<file path="src/rtl/axi_info_regs.sv">
// axi_info_regs
// AXI4-Lite control/status register slave. It decodes one word-addressed map
// into three regions:
//   - read-only info words that are fixed when the design is built (INFO),
//   - software-writable control registers with byte strobes (ctrl),
//   - live read-only status words that are sampled when a read is accepted (stat).
//
// Ports
//   clk, rst                 clock and synchronous active-high reset
//   i_s_axi_aw* / o_s_axi_awready   write-address channel
//   i_s_axi_w*  / o_s_axi_wready    write-data channel (data + byte strobes)
//   o_s_axi_b*  / i_s_axi_bready    write-response channel
//   i_s_axi_ar* / o_s_axi_arready   read-address channel
//   o_s_axi_r*  / i_s_axi_rready    read-data channel
//   o_ctrl_q                 current control register values
//   o_ctrl_we                one-cycle pulse per control register written
//   i_stat_d                 live status words
module axi_info_regs #(
    parameter int N_INFO     = 1,
    parameter int N_RW       = 1,
    parameter int N_STAT     = 1,
    parameter int DATA_WIDTH = 32,
    parameter int ADDR_WIDTH = $clog2(N_INFO + N_RW + N_STAT) + $clog2(DATA_WIDTH / 8),
    parameter bit [N_INFO-1:0][DATA_WIDTH-1:0] INFO    = '0,
    parameter bit [N_RW-1:0][DATA_WIDTH-1:0]   RW_INIT = '0
) (
    input  logic                              clk,
    input  logic                              rst,
    input  logic                              i_s_axi_awvalid,
    output logic                              o_s_axi_awready,
    input  logic [ADDR_WIDTH-1:0]             i_s_axi_awaddr,
    input  logic                              i_s_axi_wvalid,
    output logic                              o_s_axi_wready,
    input  logic [DATA_WIDTH-1:0]             i_s_axi_wdata,
    input  logic [DATA_WIDTH/8-1:0]           i_s_axi_wstrb,
    output logic                              o_s_axi_bvalid,
    input  logic                              i_s_axi_bready,
    output logic [1:0]                        o_s_axi_bresp,
    input  logic                              i_s_axi_arvalid,
    output logic                              o_s_axi_arready,
    input  logic [ADDR_WIDTH-1:0]             i_s_axi_araddr,
    output logic                              o_s_axi_rvalid,
    input  logic                              i_s_axi_rready,
    output logic [DATA_WIDTH-1:0]             o_s_axi_rdata,
    output logic [1:0]                        o_s_axi_rresp,
    output logic [N_RW-1:0][DATA_WIDTH-1:0]   o_ctrl_q,
    output logic [N_RW-1:0]                   o_ctrl_we,
    input  logic [N_STAT-1:0][DATA_WIDTH-1:0] i_stat_d
);

    localparam int NBYTES = DATA_WIDTH / 8;
    localparam int OFFS   = $clog2(NBYTES);
    localparam int TOTAL  = N_INFO + N_RW + N_STAT;

    localparam logic [1:0] RESP_OKAY   = 2'b00;
    localparam logic [1:0] RESP_SLVERR = 2'b10;
    localparam logic [1:0] RESP_DECERR = 2'b11;

    typedef enum logic [1:0] {
        REG_INFO,
        REG_CTRL,
        REG_STAT,
        REG_NONE
    } region_e;

    if (DATA_WIDTH != 32 && DATA_WIDTH != 64) begin : g_badWidth
        $error("axi_info_regs: DATA_WIDTH must be 32 or 64");
    end

    // Word indices are widened to 32 bits so that the region limits can be
    // compared directly even when TOTAL is an exact power of two.
    function automatic region_e decodeIdx(input logic [31:0] idx);
        if (idx < 32'(N_INFO)) begin
            return REG_INFO;
        end else if (idx < 32'(N_INFO + N_RW)) begin
            return REG_CTRL;
        end else if (idx < 32'(TOTAL)) begin
            return REG_STAT;
        end
        return REG_NONE;
    endfunction

    // Write-path state
    logic                            r_awHeld;
    logic [ADDR_WIDTH-OFFS-1:0]      r_awIdx;
    logic                            r_wHeld;
    logic [DATA_WIDTH-1:0]           r_wData;
    logic [NBYTES-1:0]               r_wStrb;
    logic                            r_bValid;
    logic [1:0]                      r_bResp;
    logic [N_RW-1:0][DATA_WIDTH-1:0] r_ctrl;
    logic [N_RW-1:0]                 r_ctrlWe;

    // Read-path state
    logic                            r_rValid;
    logic [DATA_WIDTH-1:0]           r_rData;
    logic [1:0]                      r_rResp;

    logic                            w_awHs;
    logic                            w_wHs;
    logic                            w_arHs;
    logic                            w_commit;
    logic [31:0]                     w_awIdx;
    logic [31:0]                     w_arIdx;
    region_e                         w_awRegion;
    region_e                         w_arRegion;
    logic [1:0]                      w_wrResp;
    logic [DATA_WIDTH-1:0]           w_rdData;
    logic [1:0]                      w_rdResp;
    logic                            w_unused;

    // Byte-offset bits inside a word carry no meaning for this map.
    assign w_unused = &{1'b0, i_s_axi_awaddr[OFFS-1:0], i_s_axi_araddr[OFFS-1:0]};

    assign o_s_axi_awready = !r_awHeld;
    assign o_s_axi_wready  = !r_wHeld;
    assign o_s_axi_arready = !r_rValid || i_s_axi_rready;

    assign w_awHs = i_s_axi_awvalid && o_s_axi_awready;
    assign w_wHs  = i_s_axi_wvalid  && o_s_axi_wready;
    assign w_arHs = i_s_axi_arvalid && o_s_axi_arready;

    // A write commits only once both halves are held and the previous
    // response has been taken, so at most one response is ever pending.
    assign w_commit = r_awHeld && r_wHeld && !r_bValid;

    assign w_awIdx    = 32'(r_awIdx);
    assign w_arIdx    = 32'(i_s_axi_araddr[ADDR_WIDTH-1:OFFS]);
    assign w_awRegion = decodeIdx(w_awIdx);
    assign w_arRegion = decodeIdx(w_arIdx);

    always_comb begin
        w_wrResp = RESP_OKAY;
        case (w_awRegion)
            REG_INFO: w_wrResp = RESP_SLVERR;
            REG_STAT: w_wrResp = RESP_SLVERR;
            REG_NONE: w_wrResp = RESP_DECERR;
            default:  w_wrResp = RESP_OKAY;
        endcase
    end

    // Write-address holding register: filled on handshake, emptied on commit.
    always_ff @(posedge clk) begin
        if (rst) begin
            r_awHeld <= 1'b0;
            r_awIdx  <= '0;
        end else if (w_awHs) begin
            r_awHeld <= 1'b1;
            r_awIdx  <= i_s_axi_awaddr[ADDR_WIDTH-1:OFFS];
        end else if (w_commit) begin
            r_awHeld <= 1'b0;
        end
    end

    // Write-data holding register, independent of the address side.
    always_ff @(posedge clk) begin
        if (rst) begin
            r_wHeld <= 1'b0;
            r_wData <= '0;
            r_wStrb <= '0;
        end else if (w_wHs) begin
            r_wHeld <= 1'b1;
            r_wData <= i_s_axi_wdata;
            r_wStrb <= i_s_axi_wstrb;
        end else if (w_commit) begin
            r_wHeld <= 1'b0;
        end
    end

    // Write response: raised by the commit, held until the master takes it.
    always_ff @(posedge clk) begin
        if (rst) begin
            r_bValid <= 1'b0;
            r_bResp  <= RESP_OKAY;
        end else if (w_commit) begin
            r_bValid <= 1'b1;
            r_bResp  <= w_wrResp;
        end else if (r_bValid && i_s_axi_bready) begin
            r_bValid <= 1'b0;
        end
    end

    // Control registers. The write-enable pulse fires even with an all-zero
    // strobe so software can use a write purely as a trigger.
    always_ff @(posedge clk) begin
        if (rst) begin
            r_ctrl   <= RW_INIT;
            r_ctrlWe <= '0;
        end else begin
            r_ctrlWe <= '0;
            if (w_commit && w_awRegion == REG_CTRL) begin
                for (int k = 0; k < N_RW; k++) begin
                    if (w_awIdx == 32'(N_INFO + k)) begin
                        r_ctrlWe[k] <= 1'b1;
                        for (int b = 0; b < NBYTES; b++) begin
                            if (r_wStrb[b]) begin
                                r_ctrl[k][8*b +: 8] <= r_wData[8*b +: 8];
                            end
                        end
                    end
                end
            end
        end
    end

    // Read source selection. Loops compare against every legal index so an
    // out-of-range address never indexes past the end of an array.
    always_comb begin
        w_rdData = '0;
        w_rdResp = RESP_OKAY;
        case (w_arRegion)
            REG_INFO: begin
                for (int i = 0; i < N_INFO; i++) begin
                    if (w_arIdx == 32'(i)) begin
                        w_rdData = INFO[i];
                    end
                end
            end
            REG_CTRL: begin
                for (int i = 0; i < N_RW; i++) begin
                    if (w_arIdx == 32'(N_INFO + i)) begin
                        w_rdData = r_ctrl[i];
                    end
                end
            end
            REG_STAT: begin
                for (int i = 0; i < N_STAT; i++) begin
                    if (w_arIdx == 32'(N_INFO + N_RW + i)) begin
                        w_rdData = i_stat_d[i];
                    end
                end
            end
            default: begin
                w_rdResp = RESP_DECERR;
            end
        endcase
    end

    // Read data register: loaded only on an accepted read, so data and
    // response stay frozen while the master stalls.
    always_ff @(posedge clk) begin
        if (rst) begin
            r_rValid <= 1'b0;
            r_rData  <= '0;
            r_rResp  <= RESP_OKAY;
        end else if (w_arHs) begin
            r_rValid <= 1'b1;
            r_rData  <= w_rdData;
            r_rResp  <= w_rdResp;
        end else if (i_s_axi_rready) begin
            r_rValid <= 1'b0;
        end
    end

    assign o_s_axi_bvalid = r_bValid;
    assign o_s_axi_bresp  = r_bResp;
    assign o_s_axi_rvalid = r_rValid;
    assign o_s_axi_rdata  = r_rData;
    assign o_s_axi_rresp  = r_rResp;
    assign o_ctrl_q       = r_ctrl;
    assign o_ctrl_we      = r_ctrlWe;

endmodule

</file>
<file path="config.mk">
export PLATFORM = sky130hd
export DESIGN_NAME = axi_info_regs
export DESIGN_NICKNAME = d
export VERILOG_FILES = /design/src/rtl/axi_info_regs.sv
export SDC_FILE = /design/constraint.sdc
export NUM_CORES = 1
export LEC_CHECK = 0
export CORE_ASPECT_RATIO = 2
export CORE_MARGIN = 2
export CORE_UTILIZATION = 44
export DETAILED_ROUTE_END_ITERATION = 16
export PLACE_DENSITY_LB_ADDON = 0.05
export SLEW_MARGIN = 20
export SYNTH_ARGS = -nofsm -noshare
export SYNTH_HDL_FRONTEND = slang
export SYNTH_SLANG_ARGS = --single-unit
</file>
<file path="constraint.sdc">
create_clock -name clk -period 2 [get_ports clk]
set_input_delay 0.4 -clock clk [delete_from_list [all_inputs] [get_ports clk]]
set_output_delay 0.4 -clock clk [all_outputs]
set_load 0.01 [all_outputs]
</file>
; ---- Yosys cells after proc, flatten, opt, wreduce, memory -nomap -nowiden
; Cells that the tools add are included.
[op_classes]
n_eq_ne = 8
mux = 27
order_cmp = 6
reduce_logical = 25
bitwise = 1
[ops]
columns = op, count
row1 = $mux 32, 2
row2 = $pmux 32 s2, 1
row3 = $mux 2, 9
row4 = $mux 1, 14
row5 = $reduce_and 3->1, 4
row6 = $eq 2x1->1 const B, 4
row7 = $eq 2x2->1 const B, 4
row8 = $lt 2x2->1 const B, 4
row9 = $reduce_bool 2->1, 4
row10 = $logic_and 1x1->1, 7
row11 = $logic_not 1->1, 4
row12 = $logic_not 2->1, 2
row13 = $lt 2x1->1 const B, 2
row14 = $pmux 2 s2, 1
row15 = $reduce_or 2->1, 2
row16 = $reduce_or 3->1, 1
row17 = $logic_or 1x1->1, 1
row18 = $not 1->1, 1
[totals]
out_inout_bits = 74
input_bits = 83
register_bits = 111
elab_cells = 82

; ---- Logic depth before layout (Yosys ltp)
[logic_depth]
ltp_word = 9
mapped_depth = 7
ltp_nobuf = 5

; ---- Worst setup path before layout
; Ideal clock, no wire load.
[synth_path]
kind = input port to flip-flop
startpoint = in i_s_axi_araddr[2]
endpoint = reg r_rData[10] (netlist: o_s_axi_rdata[10])
required_time_ns = 1.930
path_stages = 6
path_buffers = 2
slack_ns = 0.343
t_arrival_ns = 1.587
cell_sequence = inv_1 -> ha_1 -> or4_1 -> clkbuf_1 -> buf_2 -> o2bb2ai_1
[synth_via]
elab_chain_cells = 7
elab_cells_between_ends = 16
[synth_lines]
columns = item, line_no
row1 = "start, declared", 41  ; input logic [ADDR_WIDTH-1:0] i_s_axi_araddr,
row2 = $lt 2x2->1, 77  ; end else if (idx < 32'(TOTAL)) begin
row3 = $mux 1, 77
row4 = $mux 1, 75  ; end else if (idx < 32'(N_INFO + N_RW)) begin
row5 = $mux 1, 73  ; if (idx < 32'(N_INFO)) begin
row6 = $mux 2, 80  ; return REG_NONE;
row7 = $eq 2x2->1 / $eq 2x1->1 (equally long branches), 211  ; case (w_arRegion)
row8 = $pmux 32 s2 (*), 211
row9 = "end signal, assigned", 248  ; r_rData <= w_rdData;
row10 = "end, declared", 96  ; logic [DATA_WIDTH-1:0] r_rData;
; Every way passes the cells marked *; elsewhere a longest branch is shown, timed or not.
; A chain may end at the register's enable or synchronous reset.

; ---- Final worst setup path
[layout_path]
startpoint = in i_s_axi_rready
endpoint = out o_s_axi_arready
[layout_via]
elab_chain_cells = 1
[layout_lines]
columns = item, line_no
row1 = "start, declared", 43  ; input logic i_s_axi_rready,
row2 = $logic_or 1x1->1, 117  ; assign o_s_axi_arready = !r_rValid || i_s_axi_rready;
row3 = "end, declared", 40  ; output logic o_s_axi_arready,
; No other way between the ends.

==> flow_metrics.env <==
export IMPL_status="finished clean"
export IMPL_total_power_mw=4.675
export IMPL_cts_tree="built"
export IMPL_grt_first_pass_wirelength_microns=18770
export IMPL_antenna_found_initial=0
export IMPL_cts_hold_buf=0
export IMPL_crit_slowest_cell="clkdlybuf4s50_1"
export IMPL_slew_violations=0
export IMPL_wire_per_inst_microns=16.52
export IMPL_hold_class="flip-flop to flip-flop"
export IMPL_hold_path_end="r_wData[25]"
export IMPL_antenna_violating_nets_post_route=0
export IMPL_max_vdd_ir_drop_mv=0.5465
export IMPL_groute_usage_overall_pct=23.00
export IMPL_grt_pass1_vias=3857
export IMPL_viasPerCell=5.378
export IMPL_crit_path_end_kind="output pin"
export IMPL_fin_nets=697
export IMPL_drc=0
export IMPL_p_leak_nw=2.151
export IMPL_ys_seq_elements=110
export IMPL_area_growth_pct=48.26
export IMPL_cp_max_fo=3
export IMPL_final_cells=747
export IMPL_drt_iter0_markers=179
export IMPL_syn_nets=557
export IMPL_route_met2_wl_microns=6771
export IMPL_finalSetupViolCount=0
export IMPL_routed_wl_microns=12340
export IMPL_path_clk_slew_ns=0.07
export IMPL_ctsResizeCount=0
export IMPL_route_met3_wl_microns=508
export IMPL_arrival_ns=1.54
export IMPL_crit_chain="clkdlybuf4s50_1, nor2b_1, inv_1, clkdlybuf4s50_1"
export IMPL_overflow=0
export IMPL_rows=51
export IMPL_final_common_cell="clkdlybuf4s50_1"
export IMPL_worst_slew_pin_slew_ns=0.3530
export IMPL_seq_area_frac_synth_pct=51.42
export IMPL_reg2reg_to="o_s_axi_rdata[27]"
export IMPL_gp_congestion=0.7942
export IMPL_dieHeight_microns=143.5
export IMPL_post_cts_setup_buffers=0
export IMPL_htree_levels=3
export IMPL_path_class="primary input to output pin"
export IMPL_rsz0062_at_grt="false"
export IMPL_ios=157
export IMPL_period_needed_ns=1.936
export IMPL_syn_avg_cell_area_sq_um=9.112
export IMPL_firstDrtPassIters=5
export IMPL_root_buffer="clkbuf_16"
export IMPL_yosysUniqueCellTypes=27
export IMPL_n_antenna_cell=0
export IMPL_hold_start="r_wData[25]"
export IMPL_reg2reg_depth=6
export IMPL_dp_hpwl_microns=8721
export IMPL_post_route_period_util_pct=96.81
export IMPL_cts_sinks=110
export IMPL_die_area_sq_um=10590
export IMPL_pwr_density_cell_nw_per_um2=736.2
export IMPL_routed_top_layer="met4"
export IMPL_wl_met1_microns=4751
export IMPL_core_area_sq_um=9635
export IMPL_syn_inst=470
export IMPL_final_core_util_pct=65.90
export IMPL_cts_max_path_buffers=2
export IMPL_r2r_start="o_s_axi_rvalid"
export IMPL_maxSlewHeadroom_pct=76.46
export IMPL_stdcell_area_sq_um=6350
export IMPL_syn_area_sq_um=4283
export IMPL_hold_viol=0
export IMPL_dpl_cell_area_sq_um=6041
export IMPL_critPathLaunchType="primary input"
export IMPL_timing_fmax_mhz=516.5
export IMPL_dp_cells=731
export IMPL_cts_made_buffers=9
export IMPL_cp_common_cell="clkdlybuf4s50_1"
export IMPL_grt_max_degree=88
export IMPL_final_cell_mix="clkdlybuf4s50_1, dfxtp_1, nand2_1, a21oi_1"
export IMPL_rrSetupSlack_ns=0.64
export IMPL_dr_total_vias=4017
export IMPL_cp_required_ns=1.60
export IMPL_critPathMaxStageDelay_ns=0.48
export IMPL_drive_gt1_share_pct=6.992
export IMPL_floorplan_initialDensity_pct=44.45
export IMPL_hold_path_depth=2
export IMPL_portBuffers=152
export IMPL_yosysWarnings=0
export IMPL_finalClockSkew_ns=0.006809
export IMPL_max_cap_viol_count=0
export IMPL_clock_latency_ns=0.35
export IMPL_fp_dieW_microns=73.77
stage by stage:
step	setup WS (ns)	TNS (ns)	hold slack, ns
finish	0.06377	0	0.4581
global route	0.001338	0	0.4752
CTS	0.06038	0	0.4578
detailed placement	-0.2041	-6.026	0.4469
global placement	-0.1629	-5.061	0.4437
floorplan	0.3431	0	0.4366
how the worst max path moves through the flow:
stage,start,cells past startpoint,to,slack [ns]
6_report,i_s_axi_rready,4,o_s_axi_arready,0.06
5_1_grt,i_s_axi_rready,4,o_s_axi_arready,0.001
4_1_cts,i_s_axi_rready,4,o_s_axi_arready,0.06
3_5_place_dp,i_s_axi_araddr[2],6,o_s_axi_rdata[10],-0.20
3_3_place_gp,i_s_axi_araddr[2],6,o_s_axi_rdata[7],-0.16
2_1_floorplan,i_s_axi_araddr[2],6,o_s_axi_rdata[10],0.34
worst max-delay path: cells and delay by family:
kind                   cells  cell delay (ns)
buffers and inverters      3             0.97
AND/OR/NAND/NOR            1             0.18
where the power goes:
group	internal, mW	total (mW)	switching [mW]	leakage [nW]
sequential	2.25	2.29	0.0402	0.894
clock	1.04	1.84	0.796	0.152
combinational	0.286	0.545	0.258	1.11
total	3.58	4.67	1.09	2.15
layout make-up:
class	instances	area [sq um]
sequential	110	2202
tap	132	165.2
timing repair buffer	175	1777
clock inverter	5	56.30
clock buffer	11	252.7
inverter	9	33.78
multi-input combinational	305	1863
fill	846	3286
registers in the layout, summed over array words and instances (netlist names):
signal          cells
o_s_axi_bresp       2
r_wData            32
r_wStrb             4
o_s_axi_bvalid      1
o_ctrl_we           1
o_s_axi_rdata      32
r_awHeld            1
o_s_axi_rresp       1
r_awIdx             2
r_wHeld             1
o_ctrl_q           32
o_s_axi_rvalid      1
cell usage after synthesis (all sizes together):
cell type	instances	share of area (%)
dfxtp	110	51
nand2	74	6.5
a21oi	65	7.6
clkbuf	39	3.4
a22oi	32	5.6
o2bb2ai	32	6.5
nand4	24	3.5
o31ai	24	4.2
nand2b	19	2.8
mux2i	10	2.3
inv	9	0.79
buf	7	1.0
nor2	5	0.44
ha	4	1.2
nor2b	3	0.44
nor3	3	0.35
nand3	2	0.23
a211oi	1	0.18
and2	1	0.15
and2b	1	0.18
and3b	1	0.20
nand3b	1	0.18
nor4	1	0.50
o21ai	1	0.12
or4	1	0.18
routing by layer:
metal / track usage, % / vias up
met5: 0 / -
met4: 9.952 / 0
met3: 3.226 / 20
met2: 41.78 / 122
met1: 25.76 / 1905
li1: - / 1970
cell families after synthesis:
family | Yosys count | share of synthesized area [%]
buffers and inverters | 55 | 5.229
adders and majority gates | 4 | 1.169
and+or+nand+nor | 136 | 15.60
DFF | 110 | 51.42
AOI/OAI and AO/OA | 155 | 24.25
muxes | 10 | 2.337
Note: power is estimated with default switching activity, not from simulation.
